## config.mk

```make
export PLATFORM = sky130hd
export DESIGN_NAME = left_shift_seq_flat
export DESIGN_NICKNAME = d
export VERILOG_FILES = /design/src/rtl/left_shift_seq_if.sv /design/src/rtl/left_shift_seq.sv /design/src/flat_wrapper.sv
export SDC_FILE = /design/constraint.sdc
export NUM_CORES = 1
export LEC_CHECK = 0
export CAP_MARGIN = 20
export CELL_PAD_IN_SITES_DETAIL_PLACEMENT = 0
export CELL_PAD_IN_SITES_GLOBAL_PLACEMENT = 2
export CORE_MARGIN = 3
export CORE_UTILIZATION = 28
export DETAILED_ROUTE_END_ITERATION = 16
export HOLD_SLACK_MARGIN = 0.05
export PLACE_DENSITY_LB_ADDON = 0.08
export SLEW_MARGIN = 20
export SYNTH_ARGS = -nofsm -noshare
export SYNTH_HDL_FRONTEND = slang
export SYNTH_SLANG_ARGS = --single-unit
```

## constraint.sdc

```tcl
create_clock -name clk -period 2.2 [get_ports clk]
set_input_delay 0.33 -clock clk [delete_from_list [all_inputs] [get_ports clk]]
set_output_delay 0.33 -clock clk [all_outputs]
set_load 0.01 [all_outputs]
```

## src/rtl/left_shift_seq_if.sv

```systemverilog
// Operand/result handshake bundle for the sequential left shifter.
// The upstream/downstream side uses master, and the shifter uses slave.
interface left_shift_seq_if #(
  parameter int width = 8
) ();
  localparam int SW = $clog2(width);

  logic             i_valid;
  logic             i_ready;
  logic [width-1:0] i_bits;
  logic [SW-1:0]    shift;
  logic             o_valid;
  logic             o_ready;
  logic [width-1:0] o_bits;

  modport master (
    output i_valid, i_bits, shift, o_ready,
    input  i_ready, o_valid, o_bits
  );

  modport slave (
    input  i_valid, i_bits, shift, o_ready,
    output i_ready, o_valid, o_bits
  );
endinterface

```

## src/rtl/left_shift_seq.sv

```systemverilog
// Sequential left shifter. It applies one log-shifter stage per clock and
// holds one operation in flight, with a valid/ready handshake on both sides.
module left_shift_seq #(
  parameter int width = 8
) (
  input  logic           clk,
  input  logic           rst,
  left_shift_seq_if.slave bus
);
  localparam int SW = $clog2(width);
  localparam logic [SW-1:0] LAST_STAGE = SW'(SW - 1);

  typedef enum logic [1:0] {
    IDLE  = 2'd0,
    SHIFT = 2'd1,
    DONE  = 2'd2
  } state_t;

  state_t           state;
  logic [width-1:0] data;
  logic [SW-1:0]    amt;
  logic [SW-1:0]    stage;
  logic [width-1:0] o_bits_q;
  logic             i_ready_q;
  logic             o_valid_q;

  logic             stage_en;
  logic [width-1:0] stage_data;

  // The shift for each stage is 2**stage. No single stage can move the data
  // by width or more, so a shift that is width or larger clears all the bits.
  always_comb begin
    stage_en   = |(amt & (SW'(1) << stage));
    stage_data = data;
    if (stage_en) stage_data = data << (32'd1 << stage);
  end

  // NOTE: all state here, including the data/amt datapath registers, is reset
  // so that an aborted operation leaves no trace. Every assignment uses <=.
  always_ff @(posedge clk or negedge rst) begin
    if (!rst) begin
      state     <= IDLE;
      data      <= '0;
      amt       <= '0;
      stage     <= '0;
      o_bits_q  <= '0;
      i_ready_q <= 1'b1;
      o_valid_q <= 1'b0;
    end else begin
      case (state)
        IDLE: begin
          if (bus.i_valid) begin
            data      <= bus.i_bits;
            amt       <= bus.shift;
            stage     <= '0;
            i_ready_q <= 1'b0;
            state     <= SHIFT;
          end
        end
        SHIFT: begin
          data <= stage_data;
          if (stage == LAST_STAGE) begin
            // o_bits keeps its own copy, so it holds after the handshake.
            o_bits_q  <= stage_data;
            o_valid_q <= 1'b1;
            state     <= DONE;
          end else begin
            stage <= stage + 1'b1;
          end
        end
        DONE: begin
          if (bus.o_ready) begin
            o_valid_q <= 1'b0;
            i_ready_q <= 1'b1;
            state     <= IDLE;
          end
        end
        default: begin
          i_ready_q <= 1'b1;
          o_valid_q <= 1'b0;
          state     <= IDLE;
        end
      endcase
    end
  end

  assign bus.i_ready = i_ready_q;
  assign bus.o_valid = o_valid_q;
  assign bus.o_bits  = o_bits_q;
endmodule

```

## src/flat_wrapper.sv

```systemverilog
// flat-port wrapper written by rule: the top's interface ports become plain ports
module left_shift_seq_flat 
#(
  parameter int width = 8
)
  (clk, rst, bus_i_valid, bus_i_bits, bus_shift, bus_o_ready, bus_i_ready, bus_o_valid, bus_o_bits);
  left_shift_seq_if #(.width(width)) bus_i ();
  input  logic clk;
  input  logic rst;
  input wire logic [$bits(bus_i.i_valid)-1:0] bus_i_valid;
  input wire logic [$bits(bus_i.i_bits)-1:0] bus_i_bits;
  input wire logic [$bits(bus_i.shift)-1:0] bus_shift;
  input wire logic [$bits(bus_i.o_ready)-1:0] bus_o_ready;
  output wire logic [$bits(bus_i.i_ready)-1:0] bus_i_ready;
  output wire logic [$bits(bus_i.o_valid)-1:0] bus_o_valid;
  output wire logic [$bits(bus_i.o_bits)-1:0] bus_o_bits;
  assign bus_i.i_valid = bus_i_valid;
  assign bus_i.i_bits = bus_i_bits;
  assign bus_i.shift = bus_shift;
  assign bus_i.o_ready = bus_o_ready;
  assign bus_i_ready = bus_i.i_ready;
  assign bus_o_valid = bus_i.o_valid;
  assign bus_o_bits = bus_i.o_bits;
  left_shift_seq #(.width(width)) u_core (.clk(clk), .rst(rst), .bus(bus_i));
endmodule
```

==> impl_metrics.py, run 1 <==
metrics = {
    "placed_design": {
        "buffer_ports.inserted": 24,
        "dp_slack_ps": 193.5,
        "gpl.final_weighted_congestion": 0.8110,
        "place_hpwl_um": 3153,
        "placedCellCount": 261,
    },
    "finish": {
        "seqCellArea_um2": 651.9,
        "post-route-util": 0.3746,
        "nNetsFinal": 217,
        "layout-area-overhead-vs-synth_pct": 26.86,
        "final.fill_count": 548,
        "antenna-diode-count": 0,
        "drive_gt1_frac": 0.1122,
        "instances_no_fill": 266,
        "multiInputGateArea_um2": 813.3,
    },
    "sta": {
        "setup-tns-final_ps": 0,
        "period_minus_slack_ps": 2003,
        "rsz0062_at_grt": "false",
        "timing.final.ws_setup_ps": 196.6,
        "timing.clock.skew_ps": 11.01,
        "timing.fmax_ghz": 0.4992,
        "slew_worst_pin_ps": 563.7,
        "report.final.hold_viol_count": 0,
        "drv_slew": 0,
        "report.final.setup_viol": 0,
        "final_min_period_over_clock_period": 0.9106,
        "max-slew-margin-rel": 0.6207,
    },
    "cts": {
        "cts.reportedPaths.clkPinSlew_ps": 100,
        "ctsLongestPathBuffers": 2,
        "cts_num_sinks": 26,
        "cts.repair.resized": 0,
        "insertion_delay_ps": 280,
        "numCtsBuffers": 3,
        "cts_tree": "yes",
        "cts-root-buf": "clkbuf_8",
        "cts.htree.levels": 1,
    },
    "setup_path": {
        "slowest_delay_ps": 520,
        "crit_path_max_fanout": 4,
        "critical-path-slowest-cell": "mux4_2",
        "path_class": "register to register",
        "critical_path_at_ps": 2180,
        "critical_path_cell_sequence": "inv_1, ha_1, mux4_2, mux2_4, a221oi_2, nor2_1",
        "critical_path.startpoint_type": "register",
        "cp_data_required_time_ps": 2370,
        "worst_setup_path_end_kind": "register",
    },
    "routing": {
        "drt-wirelength-per-cell_um": 15.69,
        "drt-pass1-iter-count": 5,
        "num_vias": 1304,
        "avgViaCountPerCell": 4.902,
        "ant_nets": 0,
        "routed_wirelength_um": 4174,
        "drt-initial-drc-count": 88,
        "remaining_drc_errors": 0,
    },
    "global_route": {
        "grt_first_pass_wirelength_um": 7086,
        "globalRouteOverflowTotal": 0,
        "maximum_number_of_pins_on_one_net_before_global_route_repair": 27,
        "antenna_found_initial": 0,
        "via_count_of_the_first_global_routing_pass": 1348,
        "globalRouteTotalUtil": 0.1413,
    },
    "synth": {
        "synthMostInstantiatedCell": "nand2_1",
        "synth_area_leaders": "dfrtp_1 (40%), nand2_1 (7.0%), mux2i_1 (5.2%)",
        "yosysWarnings": 0,
        "synthArstFlopShare": 1.000,
        "portion_of_the_post_synthesis_area_used_by_sequential_elements": 0.4215,
        "netlist_top_cells_count": "nand2_1 (29), dfrtp_1 (25), o21ai_0 (15)",
        "synth_top_area_cell": "dfrtp_1",
        "synth.net_count": 187,
        "netlist_area_mm2": 0.001546,
        "synth_edf_count": 0,
        "synthCells": 167,
        "yosys.area.top_type_share": 0.4045,
        "synth_ff_type": "dfrtp_1",
        "ys_ff_latch": 26,
        "synthesis.area_per_instance_um2": 9.260,
        "yosysUniqueCellTypes": 41,
    },
    "power_and_ir_drop": {
        "power_frac_clock": 0.130,
        "p_leak_nw": 0.8588,
        "power_density_mw_per_mm2": 1575,
        "power.switching_mw": 1.310,
        "p_int_mw": 1.779,
        "p_sw_frac": 0.4240,
        "share_comb_of_total_power": 0.559,
        "worst_vdd_rail_ir_drop_mv": 0.5499,
        "seqPwrFrac": 0.310,
        "final_power_mw": 3.090,
    },
    "job": {
        "timing.max_cap.violations": 0,
    },
    "die": {
        "io-pin-count": 25,
        "std_cell_rows": 26,
        "effective_utilization_at_floorplan": 0.2953,
        "chipHeight_um": 80.32,
        "core_area_mm2": 0.005238,
        "design.die.area_mm2": 0.006451,
        "chipWidth_um": 80.32,
    },
    "outcome": {
        "run_status": "finished, final reports clean",
    },
    "hold_path": {
        "hold_path_class": "primary input to asynchronous set/reset pin",
    },
}
==> final cells by class <==
type | count | share of cell area
Clock buffer | 3 | 0.02105
Sequential cell | 26 | 0.3323
Inverter | 4 | 0.007653
Timing Repair Buffer | 35 | 0.1645
Multi-Input combinational cell | 127 | 0.4145
Tap cell | 70 | 0.04464
Clock inverter | 1 | 0.01531
==> layer usage <==
| layer | up-vias | routed length, µm | GRT usage |
|---|---|---|---|
| met4 | 0 | 24 | 0.04054 |
| met2 | 28 | 1939 | 0.2194 |
| met5 | - | 0 | 0 |
| li1 | 656 | - | - |
| met1 | 618 | 2007 | 0.2000 |
| met3 | 2 | 203 | 0.02466 |
==> kinds of logic after synthesis <==
logic type	synth area share
muxes	0.09789
buffers and inverters	0.05258
and+or+nand+nor	0.2055
AOI/OAI and AO/OA	0.1820
DFF	0.4215
adders and majority gates	0.04045
==> power groups by stage <==
stage | combinational, mW | clock [mW] | sequential [mW]
floorplan | 1.21 | 0 | 0.899
global placement | 1.72 | 0 | 0.969
detailed placement | 1.71 | 0 | 0.967
CTS | 1.71 | 0.420 | 0.958
global route | 1.93 | 0.440 | 0.994
finish | 1.73 | 0.403 | 0.959
==> critical path: cells and delay by family (launching register included) <==
kind / cells / cell delay (ps)
DFF: 1 / 410
and+or+nand+nor: 1 / 70
muxes: 2 / 810
buffers and inverters: 1 / 120
adders and majority gates: 1 / 270
AOI/OAI and AO/OA: 1 / 220
==> stage by stage <==
step           cell area, µm²  hold WS, ps
2_1_floorplan            1546        34.41
3_3_place_gp             1883        453.0
3_5_place_dp             1883        466.5
4_1_cts                  1954        444.0
5_1_grt                  1962        465.8
6_report                 1962        432.2
==> flip-flops by register name, summed over array words and instances, names as in the netlist <==
register / flops
u_core.bus.o_bits: 8
u_core.data: 8
u_core.amt: 3
u_core.stage: 3
u_core.state: 2
u_core.bus.i_ready: 1
u_core.bus.o_valid: 1
==> layout by cell type (no fill, tap or decap), types with 3 or more instances in the layout <==
master	synthesis	final
nand3_1	4	4
o211ai_1	3	3
clkbuf_8	0	3
inv_1	4	4
dfrtp_1	25	25
clkdlybuf4s50_1	0	24
nand2_1	29	29
buf_4	1	11
nor2b_1	5	5
a21oi_1	6	6
nor2_1	14	14
o21ai_0	15	15
mux2i_1	8	8
a22oi_1	5	5
ha_1	5	5
nand2b_1	3	3
==> timing repair <==
action	in CTS	in global routing
setup endpoints to repair	0	2
buffers inserted	0	1
hold buffers	0	0
==> final timing paths <==
check	start	endpoint	slack, ps	depth (start not counted)
min	rst	u_core.data[7]	430	2
max reg2reg	u_core.stage[0]	u_core.bus.o_bits[7]	200	6
max in group asynchronous	rst	u_core.bus.i_ready	1460	2
min reg2reg	u_core.bus.o_bits[3]	u_core.bus.o_bits[3]	480	2
min in group clk	u_core.bus.o_bits[3]	u_core.bus.o_bits[3]	480	2
max	u_core.stage[0]	u_core.bus.o_bits[7]	200	6
Note: power is estimated with default switching activity, not from simulation.
==> run 2, diff against run 1 <==
MAX_ROUTING_LAYER = met4   (was unset)
==> run 2 against run 1 <==
Compared with the run above:
- final cell count unchanged
- non-clock buffer count is the same
- wire length rose by 0.50%
- sequential share of layout area unchanged
==> impl_metrics.py, run 2 (synthesis results as in run 1) <==
metrics = {
    "sta": {
        "max-slew-margin-rel": 0.6146,
        "timing.fmax_ghz": 0.4986,
        "final_min_period_over_clock_period": 0.9116,
        "period_minus_slack_ps": 2005,
        "drv_slew": 0,
        "setup-tns-final_ps": 0,
        "report.final.hold_viol_count": 0,
        "slew_worst_pin_ps": 572.7,
        "rsz0062_at_grt": "false",
        "timing.clock.skew_ps": 11.67,
        "report.final.setup_viol": 0,
    },
    "cts": {
        "cts.reportedPaths.clkPinSlew_ps": 100,
        "cts_num_sinks": 26,
        "cts.repair.resized": 0,
        "numCtsBuffers": 3,
        "insertion_delay_ps": 280,
        "cts.htree.levels": 1,
        "ctsLongestPathBuffers": 2,
        "cts_tree": "yes",
        "post_cts_buffers": 0,
        "cts_hold_repair.buffers": 0,
        "cts-root-buf": "clkbuf_8",
    },
    "placed_design": {
        "gpl.final_weighted_congestion": 0.8229,
        "buffer_ports.inserted": 24,
        "place_hpwl_um": 3153,
    },
    "die": {
        "io-pin-count": 25,
        "chipHeight_um": 80.32,
        "effective_utilization_at_floorplan": 0.2953,
        "design.die.area_mm2": 0.006451,
        "chipWidth_um": 80.32,
        "core_area_mm2": 0.005238,
        "std_cell_rows": 26,
    },
    "setup_path": {
        "critical-path-slowest-cell": "mux4_2",
        "crit_path_max_fanout": 4,
        "timing.rr.start": "u_core.stage[0]",
        "path_class": "register to register",
        "critical_path_cell_sequence": "inv_1, ha_1, mux4_2, mux2_4, a221oi_2, nor2_1",
        "r2r-end": "u_core.bus.o_bits[7]",
        "r2r_cells": 6,
        "reg2reg_slack_ps": 190,
        "cp_data_required_time_ps": 2370,
        "worst_setup_path_end_kind": "register",
        "critical_path.startpoint_type": "register",
        "critical_path_at_ps": 2180,
        "slowest_delay_ps": 520,
    },
    "global_route": {
        "via_count_of_the_first_global_routing_pass": 1349,
        "gr-max-usage-layer": "met2",
        "globalRouteTotalUtil": 0.1453,
        "grt_first_pass_wirelength_um": 7093,
        "globalRouteOverflowTotal": 0,
        "met2_track_usage_gr": 0.2194,
        "maximum_number_of_pins_on_one_net_before_global_route_repair": 27,
        "grt_use_met1": 0.2021,
        "grtUsageMet3": 0.02242,
        "antenna_found_initial": 0,
    },
    "routing": {
        "drt-initial-drc-count": 75,
        "ant_nets": 0,
        "num_vias": 1309,
        "remaining_drc_errors": 0,
        "avgViaCountPerCell": 4.921,
        "drt-pass1-iter-count": 4,
        "routed_wirelength_um": 4195,
        "drt-wirelength-per-cell_um": 15.77,
    },
    "finish": {
        "nNetsFinal": 217,
        "layout.cells.most_common": "nand2_1",
        "drive_gt1_frac": 0.1122,
        "final.fill_count": 548,
        "final_cell_mix": "nand2_1 (29), dfrtp_1 (25), clkdlybuf4s50_1 (24)",
        "antenna-diode-count": 0,
        "post-route-util": 0.3746,
        "layout-area-overhead-vs-synth_pct": 26.86,
    },
    "power_and_ir_drop": {
        "power_density_mw_per_mm2": 1578,
        "final_power_mw": 3.095,
        "worst_vdd_rail_ir_drop_mv": 0.5506,
        "p_leak_nw": 0.8588,
    },
    "job": {
        "timing.max_cap.violations": 0,
    },
    "hold_path": {
        "hold_path_class": "primary input to asynchronous set/reset pin",
    },
    "outcome": {
        "run_status": "finished, final reports clean",
    },
}
[run 2: worst max path at each step]
stage / endpoint / start / cells past startpoint
after floorplan: u_core.data[7] / u_core.stage[0] / 6
after global placement: u_core.data[7] / u_core.stage[0] / 5
after detailed placement: u_core.data[7] / u_core.stage[0] / 5
after CTS: u_core.bus.o_bits[7] / u_core.stage[0] / 6
after global routing: u_core.data[6] / u_core.stage[0] / 8
final: u_core.bus.o_bits[7] / u_core.stage[0] / 6
[run 2: per-stage QoR]
stage	setup WS, ps	instances	hold WS [ps]	cell area (µm²)
after floorplan	253.6	167	34.41	1546
final	194.5	266	432.7	1962
after global placement	259.5	261	453.0	1883
after detailed placement	193.5	261	466.5	1883
after CTS	193.1	265	444.0	1954
after global routing	27.04	266	465.8	1962
[run 2: area by class of cell]
| type | instances | area (µm²) | share of cell area |
|---|---|---|---|
| Sequential cell | 26 | 651.9 | 0.3323 |
| Inverter | 4 | 15.01 | 0.007653 |
| Timing Repair Buffer | 35 | 322.8 | 0.1645 |
| Tap cell | 70 | 87.58 | 0.04464 |
| Clock buffer | 3 | 41.29 | 0.02105 |
| Clock inverter | 1 | 30.03 | 0.01531 |
| Multi-Input combinational cell | 127 | 813.3 | 0.4145 |
[run 2: metal layers]
metal / share of wire / vias to the layer above
li1: - / 654
met1: 0.50 / 633
met2: 0.46 / 20
met3: 0.032 / 2
met4: 0.0057 / 0
met5: 0 / -
[run 2: power by group]
part | internal [mW] | switching [mW] | total (mW)
Clock | 0.244 | 0.159 | 0.403
Sequential | 0.708 | 0.254 | 0.962
Combinational | 0.828 | 0.903 | 1.73
Total | 1.78 | 1.32 | 3.10
[run 2: critical path: cells and delay by family (launching register included)]
kind | cells | cell delay [ps]
mux | 2 | 810
fa+ha+maj | 1 | 270
compound gates | 1 | 220
flops | 1 | 410
simple gates | 1 | 70
buf+inv | 1 | 120
==> run 3, diff against run 2 <==
GPL_TIMING_DRIVEN = 0   (was unset)
SKIP_LAST_GASP = 1   (was unset)
==> run 3 against run 2 <==
Compared with the run above:
- cell area shrank 0.70%
- first-iteration DRC count grew 2.7%
- sequential cell count is the same
- critical path depth grew 1
- wire length shrank 0.98%
- maximum frequency shrank 2.6%
- critical path type unchanged
- critical endpoint unchanged
- largest cell class unchanged
- largest power group unchanged
==> impl_metrics.py, run 3 (synthesis results as in run 1) <==
metrics = {
    "hold_path": {
        "hold_path_class": "primary input to asynchronous set/reset pin",
    },
    "die": {
        "chipHeight_um": 80.32,
        "design.die.area_mm2": 0.006451,
        "effective_utilization_at_floorplan": 0.2953,
        "std_cell_rows": 26,
        "chipWidth_um": 80.32,
        "io-pin-count": 25,
        "core_area_mm2": 0.005238,
    },
    "finish": {
        "layout-area-overhead-vs-synth_pct": 25.97,
        "antenna-diode-count": 0,
        "layout.cells.most_common": "nand2_1",
        "post-route-util": 0.3720,
        "nNetsFinal": 217,
        "final_cell_mix": "nand2_1 (29), dfrtp_1 (25), clkdlybuf4s50_1 (23)",
        "drive_gt1_frac": 0.1173,
    },
    "power_and_ir_drop": {
        "worst_vdd_rail_ir_drop_mv": 0.5619,
        "final_power_mw": 3.022,
        "power_density_mw_per_mm2": 1551,
        "p_leak_nw": 0.8313,
    },
    "cts": {
        "cts-root-buf": "clkbuf_8",
        "cts.reportedPaths.clkPinSlew_ps": 100,
        "cts_tree": "yes",
        "cts_num_sinks": 26,
        "insertion_delay_ps": 270,
        "ctsLongestPathBuffers": 2,
        "numCtsBuffers": 3,
        "cts.htree.levels": 1,
    },
    "routing": {
        "num_vias": 1317,
        "routed_wirelength_um": 4154,
        "ant_nets": 0,
        "remaining_drc_errors": 0,
        "drt-initial-drc-count": 77,
        "avgViaCountPerCell": 4.951,
        "drt-pass1-iter-count": 4,
        "drt-wirelength-per-cell_um": 15.62,
    },
    "sta": {
        "drv_slew": 0,
        "timing.fmax_ghz": 0.4855,
        "report.final.hold_viol_count": 0,
        "max-slew-margin-rel": 0.5771,
        "rsz0062_at_grt": "false",
        "report.final.setup_viol": 0,
        "period_minus_slack_ps": 2060,
        "setup-tns-final_ps": 0,
        "holdWs_ps": 63.13,
        "timing.clock.skew_ps": 7.075,
        "final_min_period_over_clock_period": 0.9363,
        "slew_worst_pin_ps": 634.3,
        "timing.final.ws_setup_ps": 140.1,
    },
    "setup_path": {
        "crit_path_max_fanout": 10,
        "path_class": "register to register",
        "cp_data_required_time_ps": 2370,
        "critical_path.startpoint_type": "register",
        "critical_path_at_ps": 2230,
        "r2r_cells": 7,
        "worst_setup_path_end_kind": "register",
    },
    "global_route": {
        "maximum_number_of_pins_on_one_net_before_global_route_repair": 27,
        "via_count_of_the_first_global_routing_pass": 1378,
        "globalRouteOverflowTotal": 0,
        "grt_first_pass_wirelength_um": 7355,
        "antenna_found_initial": 0,
        "globalRouteTotalUtil": 0.1522,
    },
    "placed_design": {
        "buffer_ports.inserted": 24,
        "gpl.final_weighted_congestion": 0.8313,
        "dp_slack_ps": 39.65,
        "place_hpwl_um": 3114,
    },
    "outcome": {
        "run_status": "finished, final reports clean",
    },
    "job": {
        "timing.max_cap.violations": 0,
    },
}
-- run 3: metrics by stage --
stage                     cells  instance area, µm²
after floorplan             167                1546
after global placement      261                1874
after detailed placement    261                1869
after CTS                   265                1914
after global routing        266                1948
final                       266                1948
-- run 3: power by group --
group          total (mW)  leakage [nW]  internal [mW]  switching [mW]
sequential          0.907         0.320          0.708           0.199
clock               0.287        0.0228          0.130           0.157
combinational        1.83         0.488          0.853           0.974
-- run 3: critical path, stage by stage, from the launching register on --
cell and delay [ps]:
dfrtp_1 420, inv_2 90, ha_1 200, buf_6 160, mux4_2 490, mux2_4 300
a221oi_2 230, nor2_1 70
-- run 3: layout make-up --
class                      instances  area, µm²
multi-input combinational        127      835.8
sequential                        26      651.9
clock buffer                       4      45.04
fill                             557       3289
inverter                           4      15.01
timing repair buffer              25      242.7
buffer                            10      70.07
tap                               70      87.58
-- run 3: timing repair --
| item | CTS | global route |
|---|---|---|
| setup buffers | 0 | 1 |
| hold buffers | 0 | 0 |
| gates resized for setup | 0 | 7 |
| setup endpoints to repair | 0 | 13 |
-- run 3: per-layer routing --
metal  part of all wire  GRT usage
met1               0.50     0.2122
met2               0.46     0.2334
met3              0.036    0.02803
met4             0.0051    0.02703
met5                  0          -
-- run 3: worst paths after layout --
path	start	to	slack, ps
max	u_core.stage[0]	u_core.bus.o_bits[7]	140
min	rst	u_core.amt[0]	60
max reg2reg	u_core.stage[0]	u_core.bus.o_bits[7]	140
min reg2reg	u_core.bus.o_bits[0]	u_core.bus.o_bits[0]	470
max in group asynchronous	rst	u_core.data[1]	1720
min in group clk	u_core.bus.o_bits[0]	u_core.bus.o_bits[0]	470
